## src/rtl/io_port_pkg.sv

```systemverilog
// Shared types and constants for the I/O port peripheral: data width default,
// interrupt FSM states and err_flags bit positions.
package io_port_pkg;

  localparam int DW_DEFAULT = 16;

  typedef enum logic [1:0] {
    IDLE    = 2'd0,
    ASSERT  = 2'd1,
    HOLDOFF = 2'd2
  } irq_state_t;

  localparam int ERR_IN_UNDERFLOW = 0;
  localparam int ERR_OUT_OVERFLOW = 1;
  localparam int ERR_IRQ_MERGED   = 2;

endpackage

```

## src/rtl/io_sync_fifo.sv

```systemverilog
// Single-clock FIFO with wrap-bit pointers; a push into a full FIFO is taken
// only when a pop frees a slot in the same cycle, and a pop on empty is ignored.
module io_sync_fifo #(
  parameter int DW    = 16,
  parameter int DEPTH = 8
) (
  input  logic          clk,
  input  logic          rst,
  input  logic          push,
  input  logic [DW-1:0] push_data,
  input  logic          pop,
  output logic          full,
  output logic          empty,
  output logic [DW-1:0] head
);

  localparam int AW = $clog2(DEPTH);

  logic [AW:0]   wr_ptr;
  logic [AW:0]   rd_ptr;
  logic [DW-1:0] mem [DEPTH];
  logic          pop_ok;
  logic          push_ok;

  assign empty   = (wr_ptr == rd_ptr);
  assign full    = (wr_ptr[AW] != rd_ptr[AW]) && (wr_ptr[AW-1:0] == rd_ptr[AW-1:0]);
  assign pop_ok  = pop && !empty;
  assign push_ok = push && (!full || pop_ok);
  assign head    = mem[rd_ptr[AW-1:0]];

  // Storage is cleared on reset so the head reads zero out of reset.
  always_ff @(posedge clk or posedge rst) begin
    if (rst) begin
      wr_ptr <= '0;
      rd_ptr <= '0;
      for (int i = 0; i < DEPTH; i++) begin
        mem[i] <= '0;
      end
    end else begin
      if (pop_ok) begin
        rd_ptr <= rd_ptr + 1'b1;
      end
      if (push_ok) begin
        mem[wr_ptr[AW-1:0]] <= push_data;
        wr_ptr              <= wr_ptr + 1'b1;
      end
    end
  end

endmodule

```

## src/rtl/io_port_peripheral.sv

```systemverilog
// Device-side partner of the core's I/O ports: input FIFO, output FIFO and a
// pulse-shaping interrupt FSM. Define IO_IRQ_ON_INPUT_EN to also interrupt on input arrival.
module io_port_peripheral
  import io_port_pkg::*;
#(
  parameter int DW             = DW_DEFAULT,
  parameter int DEPTH          = 8,
  parameter int INT_CYCLES     = 2,
  parameter int HOLDOFF_CYCLES = 4
) (
  input  logic          clk,
  input  logic          rst,
  input  logic          host_in_valid,
  output logic          host_in_ready,
  input  logic [DW-1:0] host_in_data,
  output logic          host_out_valid,
  input  logic          host_out_ready,
  output logic [DW-1:0] host_out_data,
  input  logic          host_irq_req,
  output logic          host_irq_busy,
  output logic [DW-1:0] cpu_in_port,
  input  logic          cpu_in_rd,
  input  logic [DW-1:0] cpu_out_port,
  input  logic          cpu_out_wr,
  output logic          cpu_int,
  input  logic          err_clr,
  output logic [2:0]    err_flags
);

  localparam int CNT_MAX = (INT_CYCLES > HOLDOFF_CYCLES) ? INT_CYCLES : HOLDOFF_CYCLES;
  localparam int CW      = $clog2(CNT_MAX + 1);

  logic          in_full, in_empty, in_push;
  logic [DW-1:0] in_head, hold_q;
  logic          out_full, out_empty;
  logic          irq_req, merged;
  logic [2:0]    err_set;
  irq_state_t    state_q, state_n;
  logic [CW-1:0] cnt_q, cnt_n;
  logic          pend_q, pend_n;

  assign in_push        = host_in_valid && host_in_ready;
  assign host_in_ready  = !in_full;
  assign host_out_valid = !out_empty;
  assign cpu_in_port    = in_empty ? hold_q : in_head;
  assign host_irq_busy  = (state_q != IDLE) || pend_q;

  io_sync_fifo #(.DW(DW), .DEPTH(DEPTH)) u_in_fifo (
    .clk       (clk),
    .rst       (rst),
    .push      (in_push),
    .push_data (host_in_data),
    .pop       (cpu_in_rd),
    .full      (in_full),
    .empty     (in_empty),
    .head      (in_head)
  );

  io_sync_fifo #(.DW(DW), .DEPTH(DEPTH)) u_out_fifo (
    .clk       (clk),
    .rst       (rst),
    .push      (cpu_out_wr),
    .push_data (cpu_out_port),
    .pop       (host_out_ready),
    .full      (out_full),
    .empty     (out_empty),
    .head      (host_out_data)
  );

`ifdef IO_IRQ_ON_INPUT_EN
  assign irq_req = host_irq_req || (in_empty && in_push);
`else
  assign irq_req = host_irq_req;
`endif

  // The hold register keeps the last word the core consumed for reads on empty.
  always_ff @(posedge clk or posedge rst) begin
    if (rst) begin
      hold_q <= '0;
    end else if (cpu_in_rd && !in_empty) begin
      hold_q <= in_head;
    end
  end

  always_comb begin
    err_set                   = '0;
    err_set[ERR_IN_UNDERFLOW] = cpu_in_rd && in_empty;
    err_set[ERR_OUT_OVERFLOW] = cpu_out_wr && out_full && !host_out_ready;
    err_set[ERR_IRQ_MERGED]   = merged;
  end

  always_ff @(posedge clk or posedge rst) begin
    if (rst) begin
      err_flags <= '0;
    end else begin
      err_flags <= (err_flags & {3{!err_clr}}) | err_set;
    end
  end

  always_ff @(posedge clk or posedge rst) begin
    if (rst) begin
      state_q <= IDLE;
      cnt_q   <= '0;
      pend_q  <= 1'b0;
      cpu_int <= 1'b0;
    end else begin
      state_q <= state_n;
      cnt_q   <= cnt_n;
      pend_q  <= pend_n;
      cpu_int <= (state_n == ASSERT);
    end
  end

  // At the end of holdoff a pending request starts the next pulse at once;
  // a request landing in that same cycle becomes the new pending one.
  always_comb begin
    state_n = state_q;
    cnt_n   = cnt_q;
    pend_n  = pend_q;
    merged  = 1'b0;
    case (state_q)
      IDLE: begin
        if (irq_req) begin
          state_n = ASSERT;
          cnt_n   = CW'(INT_CYCLES - 1);
        end
      end
      ASSERT: begin
        if (irq_req) begin
          if (pend_q) merged = 1'b1;
          else        pend_n = 1'b1;
        end
        if (cnt_q == '0) begin
          state_n = HOLDOFF;
          cnt_n   = CW'(HOLDOFF_CYCLES - 1);
        end else begin
          cnt_n = cnt_q - CW'(1);
        end
      end
      HOLDOFF: begin
        if (cnt_q == '0) begin
          if (pend_q || irq_req) begin
            state_n = ASSERT;
            cnt_n   = CW'(INT_CYCLES - 1);
            pend_n  = pend_q && irq_req;
          end else begin
            state_n = IDLE;
          end
        end else begin
          cnt_n = cnt_q - CW'(1);
          if (irq_req) begin
            if (pend_q) merged = 1'b1;
            else        pend_n = 1'b1;
          end
        end
      end
      default: begin
        state_n = IDLE;
      end
    endcase
  end

endmodule

```

## config.mk

```make
export PLATFORM = sky130hd
export DESIGN_NAME = io_port_peripheral
export DESIGN_NICKNAME = d
export VERILOG_FILES = /design/src/rtl/io_port_pkg.sv /design/src/rtl/io_sync_fifo.sv /design/src/rtl/io_port_peripheral.sv
export SDC_FILE = /design/constraint.sdc
export NUM_CORES = 1
export LEC_CHECK = 0
export ABC_CLOCK_PERIOD_IN_PS = 14000
export CAP_MARGIN = 20
export CORE_MARGIN = 2
export CORE_UTILIZATION = 45
export CTS_CLUSTER_SIZE = 8
export DETAILED_ROUTE_END_ITERATION = 8
export GPL_ROUTABILITY_DRIVEN = 0
export REMOVE_ABC_BUFFERS = 1
export SKIP_LAST_GASP = 1
export SYNTH_ARGS = -nofsm -noshare
export SYNTH_HDL_FRONTEND = slang
export SYNTH_SLANG_ARGS = --single-unit
```

## constraint.sdc

```tcl
create_clock -name clk -period 14 [get_ports clk]
set_input_delay 4.2 -clock clk [delete_from_list [all_inputs] [get_ports clk]]
set_output_delay 4.2 -clock clk [all_outputs]
set_load 0.03 [all_outputs]
```

Yosys cells after proc, flatten, opt, wreduce, memory -nomap -nowiden
Index checks and enable logic that the tools add are counted.
Widths: inputs -> output; s select.
{ "totals": {"regBits": 298, "input_bits": 40, "elab_cells": 115, "out_inout_bits": 39} }
{ "op_classes": {"n_bitwise": 6, "n_addsub": 5, "reduce_logical": 30, "mux": 31, "eq_ne": 11, "n_lt_le_gt_ge": 6} }
{ "ops": {"columns": ["op", "n"], "rows": [
  ["$bwmux 128", 2],
  ["$mux 16", 7],
  ["$bmux 16 s3", 2],
  ["$demux 16 s3", 2],
  ["$add 4x1->4 const B", 4],
  ["$ge 4x4->1 const B", 4],
  ["$not 3->4", 4],
  ["$logic_and 1x1->1", 13],
  ["$mux 3", 4],
  ["$pmux 3 s3", 1],
  ["$eq 4x4->1", 2],
  ["$lt 4x1->1 const B", 2],
  ["$mux 1", 7],
  ["$eq 3x3->1", 2],
  ["$logic_not 1->1", 6],
  ["$mux 2", 3],
  ["$pmux 2 s3", 1],
  ["$eq 2x1->1 const B", 2],
  ["$logic_or 1x1->1", 4],
  ["$pmux 1 s2", 2],
  ["$reduce_bool 2->1", 2],
  ["$and 3x3->3", 1],
  ["$logic_not 3->1", 1],
  ["$ne 3x3->1 const B", 1],
  ["other kinds (9)", 10]
]} }

Logic depth before layout (Yosys ltp)
{ "depth": {"depth_word": 6, "mapped_depth": 8, "mapped_depth_nobuf": 6} }

By module
From an unflattened synthesis, not the netlist that was laid out.
{ "hier_totals": {"hier_cells": 872, "hier_area_um2": 14012.2} }
{ "modules_own_cells": {"columns": ["mod", "seq_area_each_um2", "cells_per_inst", "area_each_um2", "n_inst"], "rows": [
  ["io_sync_fifo at u_out_fifo", 3403.3, 382, 6317.3, 1],
  ["io_sync_fifo at u_in_fifo", 3403.3, 376, 6292.3, 1],
  ["io_port_peripheral", 650.6, 114, 1402.6, 1]
]} }

Worst setup path before layout
Ideal clock, no wire load.
{ "synth_timing": {"kind": "reg-to-output", "from": "reg u_in_fifo.rd_ptr[2]", "to": "out cpu_in_port[10]", "path_slack_ps": 7870, "arrival_time_ps": 1930, "stages_incl_launch_ff": 7, "cell_sequence": "dfrtp_1 > buf_2 > buf_1 > buf_2 > mux4_2 > mux2i_1 > a21oi_1"} }
{ "synth_between": {"elab_chain_len": 5, "elab_cells_between_ends": 6} }
{ "synth_rtl": {"columns": ["item", "line", "source"], "rows": [
  ["from (decl)", "io_sync_fifo.sv:20", "logic [AW:0] rd_ptr;"],
  ["from (signal assigned)", "io_sync_fifo.sv:41", "rd_ptr <= rd_ptr + 1'b1;"],
  ["$not 3->4 (not written as such)", "io_sync_fifo.sv:29", "assign head = mem[rd_ptr[AW-1:0]];"],
  ["$bmux 16 s3", "io_sync_fifo.sv:29", null],
  ["$mux 16 (not written as such) (2 in series)", "io_sync_fifo.sv:29", null],
  ["$mux 16 (*)", "io_port_peripheral.sv:45", "assign cpu_in_port = in_empty ? hold_q : in_head;"],
  ["to (decl)", "io_port_peripheral.sv:21", "output logic [DW-1:0] cpu_in_port,"]
]} }
Mark *: on every way between the ends. The rest lies on a longest branch, timed or not. The select of a mux whose other input is x is not followed.

Worst setup path in the final report
{ "layout_timing": {"from": "reg u_out_fifo.rd_ptr[2]", "to": "out host_out_valid"} }
{ "layout_between": {"elab_chain_len": 2} }
{ "layout_rtl": {"columns": ["item", "line", "source"], "rows": [
  ["from (decl)", "io_sync_fifo.sv:20", null],
  ["from (signal assigned)", "io_sync_fifo.sv:41", null],
  ["$eq 4x4->1", "io_sync_fifo.sv:25", "assign empty = (wr_ptr == rd_ptr);"],
  ["$logic_not 1->1", "io_port_peripheral.sv:44", "assign host_out_valid = !out_empty;"],
  ["to (decl)", "io_port_peripheral.sv:16", "output logic host_out_valid,"]
]} }
No other way between the ends.

==> metrics.md <==
| Metric | Value |
|---|---|
| Critical path arrival | 3.42 ns |
| Complex-gate fraction of the synthesized area | 3.81% |
| Via count | 7672 |
| Top post-synthesis cells by area | dfrtp_1 54%, mux2_2 21%, mux4_2 10% |
| Total CTS buffers | 43 |
| Core Rows | 64 |
| CP peak stage delay | 1.09 ns |
| Slowest-stage cell, CP | dfrtp_1 |
| Worst setup EP type | output port |
| Relative slew slack | 24.9% |
| Wire per inst | 20.8 µm |
| Mapped Avg Cell Area | about 15 µm² |
| First-pass DRT Iterations | 4 |
| Core area | 30400 µm² |
| Most common cell in the synthesized netlist | dfrtp_1 |
| DRT Wirelength | 28.8 mm |
| Max Cap Viol | 0 |
| Sequential element share of the synthesized area | between 50% and 60% |
| Synthesized area | 13800 µm² |
| Layout cell share with drive strength beyond 1 | between 40% and 50% |
| Synth top area share | roughly 54% |
| DRC viols | 0 |
| Synth unique cells | 51 |
| Final Critical Period | 7.62 ns |
| Die area | around 32000 µm² |
| IR drop worst, VDD | 0.128 mV |
| Die Wd | 179 µm |
| Xor and xnor area share after synthesis | 1.32% |
| CTS Root Cell | clkbuf_16 |
| Worst Hold Margin | between 0.4 and 0.5 ns |
| Tot Pwr | 4.50 mW |
| First DRT Iteration DRCs | about 350 |
| Final nets | 1036 |
| Area growth syn-to-layout | 16.3% |
| IO Port Bufs | just under 80 |
| CTS clock-pin slew for the worst setup and hold paths | 0.05 ns |
| Largest net degree at the start of global routing | 163 |
| Area leader, netlist | dfrtp_1 |
| Fin. max-slew vios | 0 |
| Resized cells post-CTS | 0 |
| Vias in the first global route | about 8000 |
| Status | finished, final reports clean |
| Mux contribution to synthesized area | 34.4% |
| CTS tree | yes |
| Antenna-violating nets left | 0 |
| Detailed Place HPWL | 16.7 mm |
| Commonest cells post-synth | 298 x dfrtp_1, 257 x mux2_2, 64 x mux4_2, 27 x nand2_1 |
| Top FF cell, synth | dfrtp_1 |
| Synthesized flop and latch total | 298 |
| Gr usage total | about a fifth |
| # clock sinks | 298 |
| Gr ovfl total | 0 |
| Post-synth EDFFs | 0 |
| Worst path required time | between 9 and 10 ns |
| Max Clock Freq | 0.131 GHz |
| Setup Crit Path Kind | flop to output port |
| Tightest Pin Transition | around 1.1 ns |
| Largest family of logic cells by synthesized area | multiplexers |
| Fin crit share | between 50% and 60% |
| Synth Area in Simple Gates | between 2 and 3% |
| First-pass GRT wire length | 46.0 mm |
| Setup crit start kind | flop |
| Ys async rst share | between 90% and 100% |
| Cells after Synth | 894 |
| Vias per inst | 5.54 |
| Deepest clock path buffer count | 3 |
| Die Span Y | 179 µm |
| Min-Delay Path Class | flop to flop |
| H-tree Lvls | 2 |
| Final TNS setup | 0 ns |
| Ys Warns | 0 |
| Max FO, Critical Path | 19 |
| Pwr dens | 280 nW/µm² |
| Adder-cell area share of the yosys netlist | 0.906% |
| Clock Latency Late Sink | 0.51 ns |
| Ports | 79 |
| # setup viols final | 0 |
| Unrepaired setup endpoints after global routing | no |
| Starting Density | 45.4% |
| Post-CTS Hold Buffers | 0 |
| Worst Skew | 0.0128 ns |
| Antenna Cells | 0 |
| Final Util | 52.7% |
| Fin. Hold Viols | 0 |
| Post-CTS setup buffer count | 0 |
| Critical-path cell list | xnor2_1 > and3_1 > nand2_1 > clkdlybuf4s50_1 |
| Initial antenna violation count | 0 |
| Leak | 6.70 nW |
-- final cells by class --
class | instances | area (µm²)
Clock buffer | 46 | 1090
Tap cell | 396 | 495
Fill cell | 2517 | 14400
Inverter | 9 | 41.3
Sequential cell | 298 | 7460
Multi-Input combinational cell | 533 | 5970
Clock inverter | 2 | 17.5
Timing Repair Buffer | 101 | 973
-- kinds of logic (layout without fill, tap and decap cells) --
group | Yosys count | after routing
flops | 298 | 298
mux | 356 | 356
simple gates | 79 | 79
fa+ha+maj | 10 | 10
compound gates | 68 | 68
xor+xnor | 20 | 20
buf+inv | 63 | 158
-- state kept, by name (all words and copies together) (netlist names) --
| register | count |
|---|---|
| err_flags | 3 |
| pend_q | 1 |
| cpu_int | 1 |
| u_out_fifo.wr_ptr | 4 |
| u_out_fifo.mem | 128 |
| cnt_q | 3 |
| u_in_fifo.wr_ptr | 4 |
| hold_q | 16 |
| u_in_fifo.rd_ptr | 4 |
| state_q | 2 |
| u_out_fifo.rd_ptr | 4 |
| u_in_fifo.mem | 128 |
-- per-layer routing --
| metal | share of wire [%] | wire (µm) | GRT usage [%] | up-vias |
|---|---|---|---|---|
| met5 | 0 | 0 | 0 | - |
| met4 | 1.4 | 413 | 4.50 | 0 |
| met3 | 3.8 | 1090 | 3.05 | 39 |
| li1 | - | - | - | 3468 |
| met1 | 49 | 14100 | 28.1 | 4048 |
| met2 | 46 | 13200 | 28.8 | 117 |
-- layout by cell type (no fill, tap or decap), types with 2 or more instances in the layout --
cell	instances
mux4_2	64
o211ai_1	2
xor2_1	5
a2111oi_4	2
mux2_2	257
nand2_1	27
nand3b_1	4
xnor2_1	14
a21oi_1	20
nor2_1	21
and3_1	5
dfrtp_1	295
o31ai_1	2
inv_1	8
o21ai_0	24
nor2b_1	3
o2bb2ai_1	2
dfrtp_2	3
a211oi_4	6
nand3_1	5
clkdlybuf4s50_1	78
buf_4	21
mux2i_1	16
clkbuf_1	3
clkbuf_16	43
mux2_1	9
mux2_4	10
nand4b_1	2
nand4_1	2
a21o_1	2
ha_1	10
-- through the flow --
step	cells	instance area, µm²	worst slack, ns
2_1_floorplan	840	13500	1.57
3_3_place_gp	1336	14900	6.93
3_5_place_dp	1336	14900	6.91
4_1_cts	1384	16000	6.36
5_1_grt	1385	16100	6.23
6_report	1385	16100	6.38
-- worst max-delay path, delay by kind of cell, from the launching register on --
family / cells / cell delay, ns
flip-flops: 1 / 1.09
AND/OR/NAND/NOR: 2 / 0.97
buffers and inverters: 1 / 0.64
XOR/XNOR: 1 / 0.22
-- power breakdown --
group | internal, mW | leakage [nW] | switching (mW) | total [mW]
sequential | 1.30 | 3.59 | 0.262 | 1.56
clock | 0.540 | 0.542 | 0.342 | 0.881
combinational | 1.10 | 2.57 | 0.956 | 2.05
-- worst paths after layout --
| check | startpoint | to | slack (ns) | cells past startpoint |
|---|---|---|---|---|
| setup / recovery | u_out_fifo.rd_ptr[2] | host_out_valid | 6.38 | 4 |
| hold / removal | hold_q[0] | hold_q[0] | 0.47 | 2 |
| setup reg to reg | u_out_fifo.rd_ptr[2] | u_out_fifo.mem[33] | 10.37 | 5 |
| hold reg to reg | hold_q[0] | hold_q[0] | 0.47 | 2 |
| max in group asynchronous | rst | u_out_fifo.rd_ptr[0] | 8.24 | 3 |
| min in group asynchronous | rst | u_in_fifo.mem[18] | 4.28 | 2 |
(Power assumes the default switching activity.)
